[config.mk]
export PLATFORM = sky130hd
export DESIGN_NAME = pwm_bank
export DESIGN_NICKNAME = d
export VERILOG_FILES = /design/src/rtl/pwm_bank.sv
export SDC_FILE = /design/constraint.sdc
export NUM_CORES = 1
export LEC_CHECK = 0
export CORE_ASPECT_RATIO = 0.6
export CORE_UTILIZATION = 29
export DETAILED_ROUTE_END_ITERATION = 6
export GPL_TIMING_DRIVEN = 0
export SLEW_MARGIN = 25
export SYNTH_ARGS = -nofsm -noshare
export SYNTH_HDL_FRONTEND = slang
export SYNTH_SLANG_ARGS = --single-unit
[constraint.sdc]
create_clock -name clk -period 2.42 [get_ports clk]
set_input_delay 0.242 -clock clk [delete_from_list [all_inputs] [get_ports clk]]
set_output_delay 0.242 -clock clk [all_outputs]
set_load 0.1 [all_outputs]
[src/rtl/pwm_bank.sv]
// pwm_bank: bank of NUM_CH PWM channels that share one prescaler and one
// CNT_W-bit period counter, configured through a simple byte-wide register
// port with a registered read path.
// Optional build macro: PWM_SHADOW_EN. When it is defined, each channel's
// duty is latched into a shadow register at the start of every period, so a
// duty write never changes the current period. When it is undefined, duty
// writes act on the running period straight away.
module pwm_bank #(
    parameter int NUM_CH = 16,
    parameter int CNT_W  = 8
) (
    input  logic              clk,
    input  logic              rst,
    input  logic              wr_en,
    input  logic [7:0]        wr_addr,
    input  logic [7:0]        wr_data,
    input  logic [7:0]        rd_addr,
    output logic [7:0]        rd_data,
    output logic [NUM_CH-1:0] pwm_out,
    output logic              period_start
);

    localparam logic [7:0]       ADDR_EN_OUT_LO = 8'h00;
    localparam logic [7:0]       ADDR_EN_OUT_HI = 8'h01;
    localparam logic [7:0]       ADDR_EN_PWM_LO = 8'h02;
    localparam logic [7:0]       ADDR_EN_PWM_HI = 8'h03;
    localparam logic [7:0]       ADDR_PRESCALE  = 8'h04;
    localparam logic [7:0]       ADDR_DUTY_BASE = 8'h10;
    localparam logic [4:0]       NUM_CH_L       = 5'(NUM_CH);
    localparam logic [CNT_W-1:0] CNT_MAX        = '1;

    // Configuration registers
    logic [NUM_CH-1:0] en_out_reg;
    logic [NUM_CH-1:0] en_pwm_reg;
    logic [NUM_CH-1:0] en_out_next;
    logic [NUM_CH-1:0] en_pwm_next;
    logic [7:0]        prescale_reg;
    logic [7:0]        duty_reg [NUM_CH];

    // Timebase
    logic [7:0]        pre_cnt_reg;
    logic [CNT_W-1:0]  cnt_reg;
    logic              tick;
    logic              wrap;
    logic              prescale_wr;

    // Output path
    logic [CNT_W-1:0]  duty_eff [NUM_CH];
    logic [NUM_CH-1:0] raw_level;
    logic [NUM_CH-1:0] pwm_next;
    logic [NUM_CH-1:0] pwm_out_reg;
    logic              period_start_reg;
    logic [7:0]        rd_data_reg;
    logic [7:0]        rd_data_next;

    // Enable views padded to 16 bits so unimplemented channels read as 0
    logic [15:0]       en_out_pad;
    logic [15:0]       en_pwm_pad;

    assign prescale_wr = wr_en && (wr_addr == ADDR_PRESCALE);
    assign tick        = (pre_cnt_reg == prescale_reg);
    assign wrap        = tick && (cnt_reg == CNT_MAX);

    // Per-bit enable write merge: each channel bit lives in the low or high byte
    for (genvar gi = 0; gi < NUM_CH; gi++) begin : g_en_next
        localparam logic [7:0] OUT_ADDR = (gi < 8) ? ADDR_EN_OUT_LO : ADDR_EN_OUT_HI;
        localparam logic [7:0] PWM_ADDR = (gi < 8) ? ADDR_EN_PWM_LO : ADDR_EN_PWM_HI;
        assign en_out_next[gi] = (wr_en && wr_addr == OUT_ADDR) ? wr_data[gi % 8] : en_out_reg[gi];
        assign en_pwm_next[gi] = (wr_en && wr_addr == PWM_ADDR) ? wr_data[gi % 8] : en_pwm_reg[gi];
    end

    for (genvar gi = 0; gi < 16; gi++) begin : g_en_pad
        if (gi < NUM_CH) begin : g_live
            assign en_out_pad[gi] = en_out_reg[gi];
            assign en_pwm_pad[gi] = en_pwm_reg[gi];
        end else begin : g_absent
            assign en_out_pad[gi] = 1'b0;
            assign en_pwm_pad[gi] = 1'b0;
        end
    end

    // Register file writes; unmapped addresses simply match nothing
    always_ff @(posedge clk) begin
        if (rst) begin
            en_out_reg   <= '0;
            en_pwm_reg   <= '0;
            prescale_reg <= '0;
            for (int i = 0; i < NUM_CH; i++) begin
                duty_reg[i] <= '0;
            end
        end else begin
            en_out_reg <= en_out_next;
            en_pwm_reg <= en_pwm_next;
            if (prescale_wr) begin
                prescale_reg <= wr_data;
            end
            for (int i = 0; i < NUM_CH; i++) begin
                if (wr_en && wr_addr == ADDR_DUTY_BASE + 8'(i)) begin
                    duty_reg[i] <= wr_data;
                end
            end
        end
    end

    // Prescaler: a prescale write realigns the divider so the new rate starts cleanly
    always_ff @(posedge clk) begin
        if (rst) begin
            pre_cnt_reg <= '0;
        end else if (prescale_wr || tick) begin
            pre_cnt_reg <= '0;
        end else begin
            pre_cnt_reg <= pre_cnt_reg + 8'd1;
        end
    end

    // Period counter and the wrap pulse that marks cnt_reg returning to 0
    always_ff @(posedge clk) begin
        if (rst) begin
            cnt_reg          <= '0;
            period_start_reg <= 1'b0;
        end else begin
            if (tick) begin
                cnt_reg <= cnt_reg + 1'b1;
            end
            period_start_reg <= wrap;
        end
    end

`ifdef PWM_SHADOW_EN
    logic [CNT_W-1:0] shadow_reg [NUM_CH];

    // Shadow duty is captured on the same edge the counter wraps, so it is
    // already live during the period_start cycle and stays fixed all period
    always_ff @(posedge clk) begin
        if (rst) begin
            for (int i = 0; i < NUM_CH; i++) begin
                shadow_reg[i] <= '0;
            end
        end else if (wrap) begin
            for (int i = 0; i < NUM_CH; i++) begin
                shadow_reg[i] <= duty_reg[i][CNT_W-1:0];
            end
        end
    end

    for (genvar gi = 0; gi < NUM_CH; gi++) begin : g_duty_eff
        assign duty_eff[gi] = shadow_reg[gi];
    end
`else
    for (genvar gi = 0; gi < NUM_CH; gi++) begin : g_duty_eff
        assign duty_eff[gi] = duty_reg[gi][CNT_W-1:0];
    end
`endif

    // Raw compare, with full-scale duty pinned high so 100% has no dip at cnt=max
    for (genvar gi = 0; gi < NUM_CH; gi++) begin : g_level
        assign raw_level[gi] = (duty_eff[gi] == CNT_MAX) ? 1'b1 : (cnt_reg < duty_eff[gi]);
        assign pwm_next[gi]  = en_out_reg[gi] & (~en_pwm_reg[gi] | raw_level[gi]);
    end

    // Registered channel pins
    always_ff @(posedge clk) begin
        if (rst) begin
            pwm_out_reg <= '0;
        end else begin
            pwm_out_reg <= pwm_next;
        end
    end

    // Read mux sees pre-write register values, so a same-cycle write reads old data
    always_comb begin
        rd_data_next = 8'h00;
        case (rd_addr)
            ADDR_EN_OUT_LO: rd_data_next = en_out_pad[7:0];
            ADDR_EN_OUT_HI: rd_data_next = en_out_pad[15:8];
            ADDR_EN_PWM_LO: rd_data_next = en_pwm_pad[7:0];
            ADDR_EN_PWM_HI: rd_data_next = en_pwm_pad[15:8];
            ADDR_PRESCALE:  rd_data_next = prescale_reg;
            default: begin
                if (rd_addr[7:4] == 4'h1 && {1'b0, rd_addr[3:0]} < NUM_CH_L) begin
                    rd_data_next = duty_reg[rd_addr[3:0]];
                end
            end
        endcase
    end

    // Registered read port
    always_ff @(posedge clk) begin
        if (rst) begin
            rd_data_reg <= '0;
        end else begin
            rd_data_reg <= rd_data_next;
        end
    end

    assign rd_data      = rd_data_reg;
    assign pwm_out      = pwm_out_reg;
    assign period_start = period_start_reg;

endmodule
=== Word level (Yosys, flattened, before mapping) ===
Memories as Yosys holds them, arrays and structs flattened.
Cells that the tools add are included.

* RAM bits: 128
* Bits in registers: 81
* Memories: 1

{| class="wikitable"
|+ Memory list
! name !! depth !! width !! read ports !! clocked after Yosys merged registers in !! write ports !! line !! RTL
|-
| duty_reg || 16 || 8 || 17 || 0 || 16 || 38 || <nowiki>logic [7:0] duty_reg [NUM_CH];</nowiki>
|}

* Add/sub/neg operators: 2
* Bitwise logic cells: 64
* Reduce and logical (&&, ||, !) cells: 26
* Magnitude comparators: 16
* Mux-type cells: 84
* Eq/ne operators: 43

{| class="wikitable"
|+ Operator list
! kind !! number
|-
| 8-bit == test (second input constant) || 17
|-
| 8-bit 2-to-1 mux || 17
|-
| 8-bit by 5-bit == test with 1-bit output (second input constant) || 16
|-
| 8-bit less-than comparator || 16
|-
| 1-bit 2-to-1 mux || 66
|-
| 8-bit case mux with 5 select lines || 1
|-
| 8-bit by 2-bit == test with 1-bit output (second input constant) || 4
|-
| 1-bit bitwise OR || 32
|-
| 1-bit logical AND || 22
|-
| 8-bit by 1-bit adder with 8-bit output (second input constant) || 2
|-
| 1-bit bitwise AND || 16
|-
| 8-bit by 1-bit == test with 1-bit output (second input constant) || 2
|-
| 8-bit by 3-bit == test with 1-bit output (second input constant) || 2
|-
| 8-bit zero test || 2
|-
| 1-bit inverter || 16
|-
| 8-bit == test || 1
|-
| 4-bit by 1-bit == test with 1-bit output (second input constant) || 1
|-
| 2-bit OR reduction || 1
|-
| 1-bit logical OR || 1
|}

=== Logic depth before layout (Yosys ltp) ===
Gate-level depths: netlist of the first run.

* Depth after elaboration: 6
* Mapped depth: 7
* Depth with buffers taken out: 6

=== Least setup slack after synthesis of the first run ===
Ideal clock, no wire load.

* Path kind: flip-flop to flip-flop
* Start: register cnt_reg[1]
* End: register cnt_reg[6]
* Slack: 491 ps
* Buffers on the path: 0
* Period minus slack after synthesis: 1929 ps
* Stages on the path, launching flop included: 5
* Data required time: 2297 ps
* Data arrival time: 1805 ps
* Cell sequence: dfxtp_1 ha_1 inv_1 or4_1 mux2_1

* Word-level cells in the longest chain between the ends: 1

{| class="wikitable"
|+ RTL lines
! element !! line !! RTL
|-
| start: declaration || 42 || <nowiki>logic [CNT_W-1:0] cnt_reg;</nowiki>
|-
| start signal: assignment || 123 || <nowiki>cnt_reg <= cnt_reg + 1'b1;</nowiki>
|-
| 8-bit by 1-bit adder with 8-bit output || 123 ||
|}

Every way passes these cells.
A chain may end at the register's enable or synchronous reset.

=== Final worst setup path of the first run ===
* Start: input wr_addr[5]
* End: register pre_cnt_reg[7]

* Word-level cells in the longest chain between the ends: 4

{| class="wikitable"
|+ RTL lines
! element !! line !! RTL
|-
| start: declaration || 15 || <nowiki>input logic [7:0] wr_addr,</nowiki>
|-
| 8-bit by 3-bit == test with 1-bit output || 60 || <nowiki>assign prescale_wr = wr_en && (wr_addr == ADDR_PRESCALE);</nowiki>
|-
| 1-bit logical AND || 60 ||
|-
| 1-bit logical OR || 109 || <nowiki>end else if (prescale_wr || tick) begin</nowiki>
|-
| 2-bit OR reduction (no line) || - ||
|-
| end signal: assignment || 112 || <nowiki>pre_cnt_reg <= pre_cnt_reg + 8'd1;</nowiki>
|-
| end: declaration || 41 || <nowiki>logic [7:0] pre_cnt_reg;</nowiki>
|}

Every way passes these cells.

==> results of run 1 <==
worst max-delay path, stage by stage:
cell,delay (ns)
clkdlybuf4s50_1,0.49
or4_1,0.64
nor3_2,0.75
nor2_2,0.25
nand2_1,0.31
nor2_1,0.09
cell usage in the layout, fill, tap and decap left out, types with 9 or more instances in the layout:
cell type	Yosys	layout
nand2_1	64	64
ha_1	114	114
nand2b_1	37	37
a32o_1	16	16
xor2_1	12	12
a211oi_1	16	16
mux4_2	33	33
nor2_1	123	123
edfxtp_1	128	128
or3_1	25	25
clkbuf_16	0	22
dfxtp_1	81	74
a21oi_1	57	57
o21ai_0	33	33
inv_1	139	139
clkbuf_1	29	26
nand4_1	48	48
a21o_1	21	21
buf_2	10	10
clkdlybuf4s50_1	0	48
nand3_1	31	31
mux2i_1	9	9
nor2b_1	53	53
cell families (layout without fill, tap and decap cells):
group | Yosys count | count (layout) | share of synthesized area [%]
mux | 52 | 52 | 7.94
xor+xnor | 16 | 16 | 1.18
buf+inv | 180 | 264 | 5.78
simple gates | 410 | 410 | 17.6
fa+ha+maj | 114 | 114 | 12.0
compound gates | 176 | 176 | 9.61
flops | 209 | 209 | 45.9
worst paths after layout:
path                         startpoint                     endpoint  slack [ns]  cells past startpoint
min reg2reg  en_out_pad[4]$_SDFFE_PP0P_   en_out_pad[4]$_SDFFE_PP0P_        0.48                      2
max reg2reg     cnt_reg[1]$_SDFFE_PP0P_      cnt_reg[6]$_SDFFE_PP0P_        0.18                      4
max                          wr_addr[5]    pre_cnt_reg[7]$_SDFF_PP0_        0.06                      6
min                          wr_data[4]  en_pwm_pad[12]$_SDFFE_PP0P_        0.48                      3
timing repair:
action	4_1_cts	5_1_grt
resized for setup	4	3
endpoints found under the setup margin	50	56
endpoints found under the hold margin	0	0
power breakdown:
part	leakage, nW	total [mW]	switching (mW)	internal, mW
Combinational	3.49	0.935	0.549	0.386
Sequential	1.88	4.16	0.222	3.93
Clock	0.365	3.74	1.54	2.20
Total	5.73	8.83	2.31	6.52
layer usage:
| layer | wire, um | global-route usage (%) | vias to the layer above |
|---|---|---|---|
| met5 | 0 | 0 | - |
| met4 | 771 | 3.77 | 0 |
| met3 | 5190 | 6.19 | 66 |
| met2 | 14800 | 24.4 | 517 |
| met1 | 19300 | 29.9 | 4647 |
| li1 | - | - | 4294 |
per-stage QoR:
stage / hold slack (ns) / worst slack [ns]
after CTS: 0.476 / 0.0766
after detailed placement: 0.460 / -0.820
after floorplan: 0.386 / 0.491
after global placement: 0.455 / -0.800
after global routing: 0.485 / 0.0355
final: 0.476 / 0.0600
cells in the mapped netlist, drive strengths merged:
cell type,number,share of area [%]
a211oi,16,1.0
a21o,21,1.3
a21oi,57,2.4
a22oi,8,0.50
a32o,16,1.3
a32oi,7,0.51
and3,5,0.26
and3b,1,0.074
and4,1,0.074
buf,11,0.45
clkbuf,29,0.91
clkinv,1,0.031
dfxtp,81,14
edfxtp,128,32
ha,114,12
inv,139,4.4
mux2,10,0.95
mux2i,9,0.76
mux4,33,6.2
nand2,65,2.1
nand2b,37,1.9
nand3,31,1.3
nand3b,1,0.063
nand4,48,2.5
nand4b,1,0.074
nor2,124,3.9
nor2b,53,2.8
nor3,6,0.39
nor3b,1,0.063
nor4,4,0.32
nor4b,1,0.074
o21ai,33,1.4
o21bai,1,0.063
o22a,8,0.59
o22ai,8,0.42
o31ai,1,0.063
or2,1,0.053
or3,25,1.3
or3b,1,0.074
or4,4,0.25
xnor2,4,0.29
xor2,12,0.88
layout make-up:
class                           instances  area, um^2
Buffer                                 39         163
Clock buffer                           23         554
Clock inverter                         14         205
Fill cell                            4027       26600
Inverter                              140         526
Multi-Input combinational cell        768        5770
Sequential cell                       209        5470
Tap cell                              531         664
Timing Repair Buffer                   48         480
==> flow_metrics.env, run 1 <==
export IMPL_worst_pin_slew_ns=0.993
export IMPL_hold_viol=0
export IMPL_cts_tree="built"
export IMPL_required_ns=2.83
export IMPL_routabilityCongestion=0.961
export IMPL_max_freq_ghz=0.424
export IMPL_die_h_um=159
export IMPL_drive_above_1_share_pct=8.46
export IMPL_grt_overflow_total=0
export IMPL_ys_seq_elements=209
export IMPL_largest_reg_flops=128
export IMPL_synth_yosys_warnings=0
export IMPL_worst_setup_path_end_kind="flop"
export IMPL_drt_iter0_drc=1276
export IMPL_postPlaceCellArea_mm2=0.0131
export IMPL_row_count=57
export IMPL_ios=52
export IMPL_drv_cap=0
export IMPL_htree_levels=1
export IMPL_final_setup_skew_ns=0.0213
export IMPL_slew_violations=0
export IMPL_ir_drop_mv=0.407
export IMPL_clk_latency_ns=0.53
export IMPL_post_drt_wl_per_cell_um=22.6
export IMPL_finalInstanceArea_mm2=0.0138
export IMPL_fin_crit_ns=2.36
export IMPL_cts_hold_buf=0
export IMPL_crit_arrival_ns=2.77
export IMPL_vias_per_cell=5.37
export IMPL_syn_nets=1298
export IMPL_clk_path_buf_depth=3
export IMPL_critical_path_startpoint_type="input pin"
export IMPL_wl_mm=40.1
export IMPL_path_clk_slew_ns=0.08
export IMPL_fin_nets=1368
export IMPL_ant_nets=0
export IMPL_insertedDiodeCount=0
export IMPL_syn_inst=1157
export IMPL_seq_area_frac_synth_pct=45.9
export IMPL_rsz0062_at_grt="no"
export IMPL_crit_fanout=10
export IMPL_post_cts_setup_buffer_count=0
export IMPL_outcome="completed"
export IMPL_setup_viol=0
export IMPL_grt_max_degree=22
export IMPL_dp_cells=1736
export IMPL_final_cells=1772
export IMPL_netlist_area_mm2=0.0119
export IMPL_critical_path_class="input pin to flop"
export IMPL_die_area_mm2=0.0419
export IMPL_tns_ns=0
export IMPL_p_leak_nw=5.73
export IMPL_power_mw=8.83
export IMPL_fin_util_pct=34.2
export IMPL_vias=9524
export IMPL_cts_made_buffers=21
export IMPL_antenna_found_initial=0
export IMPL_area_growth_synth_to_final_pct=16.2
export IMPL_post_route_period_util_pct=97.5
export IMPL_powerDensity_mw_per_mm2=638
export IMPL_root_buffer="clkbuf_16"
export IMPL_cts_sinks=209
export IMPL_portBuffers=48
export IMPL_synth_cell_types=49
export IMPL_dp_hpwl_mm=30.5
export IMPL_synth_area_per_cell_um2=10.3
export IMPL_hp_class="input pin to flop"
export IMPL_core_mm2=0.0404
export IMPL_die_x_um=264
export IMPL_drt_first_pass_iters=7
export IMPL_remaining_drc_errors=0
export IMPL_grt_pass1_wl_mm=58.8
export IMPL_slew_headroom_pct=33.6
export IMPL_grtUsageTotal_pct=19.0
export IMPL_grt_pass1_vias=9054
export IMPL_initial_core_util_pct=29.5
Note: power is estimated with default switching activity, not from simulation.
==> run 2, diff against run 1 <==
CAP_MARGIN = 10   (was unset)
==> results of run 2 <==
The final DEF is identical to that of run 1; final timing and power are the same.
==> run 3, diff against run 2 <==
CTS_CLUSTER_DIAMETER = 100   (was unset)
PLACE_DENSITY = 0.44   (was unset)
SKIP_CTS_REPAIR_TIMING = 1   (was unset)
==> flow_metrics.env, run 3 (synthesis gave the netlist of run 1 again) <==
export IMPL_cts_made_buffers=23
export IMPL_ir_drop_mv=0.519
export IMPL_cpMaxStageDelayCell="clkdlybuf4s50_1"
export IMPL_dp_cells=1742
export IMPL_die_x_um=264
export IMPL_fin_util_pct=34.7
export IMPL_required_ns=2.58
export IMPL_slew_headroom_pct=31.1
export IMPL_min_to="en_out_pad[5]$_SDFFE_PP0P_"
export IMPL_cp_common_cell="clkbuf_2"
export IMPL_postPlaceCellArea_mm2=0.0132
export IMPL_grt_max_degree=20
export IMPL_timing_rr_start="cnt_reg[0]$_SDFFE_PP0P_"
export IMPL_path_clk_slew_ns=0.06
export IMPL_ant_nets=0
export IMPL_clk_path_buf_depth=3
export IMPL_vias=9447
export IMPL_layout_commonest_cell="inv_1"
export IMPL_area_growth_synth_to_final_pct=17.9
export IMPL_fin_nets=1377
export IMPL_rr_endpoint="pwm_out[9]$_SDFF_PP0_"
export IMPL_cts_sinks=209
export IMPL_grt_pass1_wl_mm=62.7
export IMPL_drive_above_1_share_pct=9.11
export IMPL_final_cells=1785
export IMPL_antenna_found_initial=1
export IMPL_largest_reg_flops=128
export IMPL_intPower_mw=6.54
export IMPL_finalInstanceArea_mm2=0.0140
export IMPL_vias_per_cell=5.29
export IMPL_final_setup_skew_ns=0.0221
export IMPL_hp_class="flop to flop"
export IMPL_crit_family="buffers and inverters"
export IMPL_slew_violations=0
export IMPL_outcome="completed"
export IMPL_max_freq_ghz=0.431
export IMPL_power_frac_clock_pct=42.4
export IMPL_power_mw=8.96
export IMPL_initial_core_util_pct=29.5
export IMPL_drt_iter0_drc=947
export IMPL_row_count=57
export IMPL_htree_levels=1
export IMPL_worst_setup_path_end_kind="flop"
export IMPL_max_stage_delay_ns=0.56
export IMPL_post_route_period_util_pct=95.9
export IMPL_cts_tree="built"
export IMPL_ff2ff_setup_slack_ns=0.12
export IMPL_clk_latency_ns=0.54
export IMPL_crit_fanout=10
export IMPL_hold_viol=0
export IMPL_critical_path_startpoint_type="input pin"
export IMPL_critPathBufInv=4
export IMPL_p_switching_mw=2.41
export IMPL_p_comb_share_pct=11.3
export IMPL_drv_cap=0
export IMPL_pwr_share_seq_pct=46.3
export IMPL_grt_overflow_total=0
export IMPL_worst_pin_slew_ns=1.03
export IMPL_die_h_um=159
export IMPL_powerDensity_mw_per_mm2=638
export IMPL_ios=52
export IMPL_crit_chain="clkdlybuf4s50_1, clkbuf_2, clkbuf_2, clkbuf_1, o21bai_1"
export IMPL_setup_viol=0
export IMPL_root_buffer="clkbuf_16"
export IMPL_core_mm2=0.0404
export IMPL_p_leak_nw=5.82
export IMPL_hold_depth=2
export IMPL_fin_crit_ns=2.32
export IMPL_dp_hpwl_mm=34.1
export IMPL_post_drt_wl_per_cell_um=24.4
export IMPL_drt_first_pass_iters=5
export IMPL_worst_r2r_path_depth=7
export IMPL_grt_pass1_vias=8776
export IMPL_final_cell_mix="inv_1 (139), edfxtp_1 (128), nor2_1 (123)"
export IMPL_die_area_mm2=0.0419
export IMPL_rsz0062_at_grt="no"
export IMPL_critical_path_class="input pin to flop"
export IMPL_wl_mm=43.5
export IMPL_portBuffers=48
export IMPL_hold_start="en_out_pad[5]$_SDFFE_PP0P_"
export IMPL_swShare_pct=26.9
export IMPL_crit_arrival_ns=2.48
export IMPL_routabilityCongestion=0.880
export IMPL_grtUsageTotal_pct=20.7
export IMPL_remaining_drc_errors=0
-- run 3: changes by cell type in the layout (fill, tap and decap cells not counted), sizes merged --
cell	delta
buf	+6
bufinv	-2
clkbuf	+4
clkinvlp	+1
diode	+2
inv	+2
-- run 3: worst max-delay path by stage --
stage | start | endpoint | cells after the start
finish | rst | duty_reg[12][0]$_DFFE_PP_ | 5
detailed placement | rst | duty_reg[12][1]$_DFFE_PP_ | 5
global route | wr_en | duty_reg[4][2]$_SDFFCE_PN0P_ | 5
floorplan | cnt_reg[1]$_SDFFE_PP0P_ | cnt_reg[6]$_SDFFE_PP0P_ | 4
global placement | rst | duty_reg[12][2]$_DFFE_PP_ | 5
CTS | cnt_reg[0]$_SDFFE_PP0P_ | pwm_out[9]$_SDFF_PP0_ | 7
-- run 3: stage by stage --
stage	TNS [ns]	hold slack, ns	setup slack [ns]
floorplan	0	0.386	0.491
global placement	-85.46	0.461	-0.855
detailed placement	-87.15	0.469	-0.875
CTS	-10.88	0.474	-0.462
global route	0	0.485	0.00277
finish	0	0.473	0.100
-- run 3: metal layers --
layer / global-route usage, % / part of all wire (%)
met1: 35.1 / 53
met4: 2.26 / 1.0
met3: 5.92 / 9.8
met2: 25.2 / 36
met5: 0 / 0
-- run 3: worst reg2reg max path: stages, from the launching register on --
cell and delay [ns]:
dfxtp_1 0.33, clkbuf_2 0.37, clkbuf_2 0.43, nand2b_1 0.18, a21o_1 0.11, a211oi_1 0.07
or3_1 0.37, a32o_1 0.31
-- run 3: power groups by stage --
stage                     clock network, mW  logic, mW  registers [mW]
after CTS                              3.86      0.998            4.13
after global routing                   4.00       1.11            4.16
after detailed placement                  0      0.994            4.21
after floorplan                           0      0.595            4.12
after global placement                    0      0.918            4.24
final                                  3.80       1.01            4.15
-- run 3: cell type report --
class	instances	area, um^2
antenna	2	5.00
fill	4053	26400
clock buffer	26	628
buffer	40	168
timing repair buffer	54	646
clock inverter	15	164
tap	531	664
multi-input combinational	768	5770
sequential	209	5470
inverter	140	526
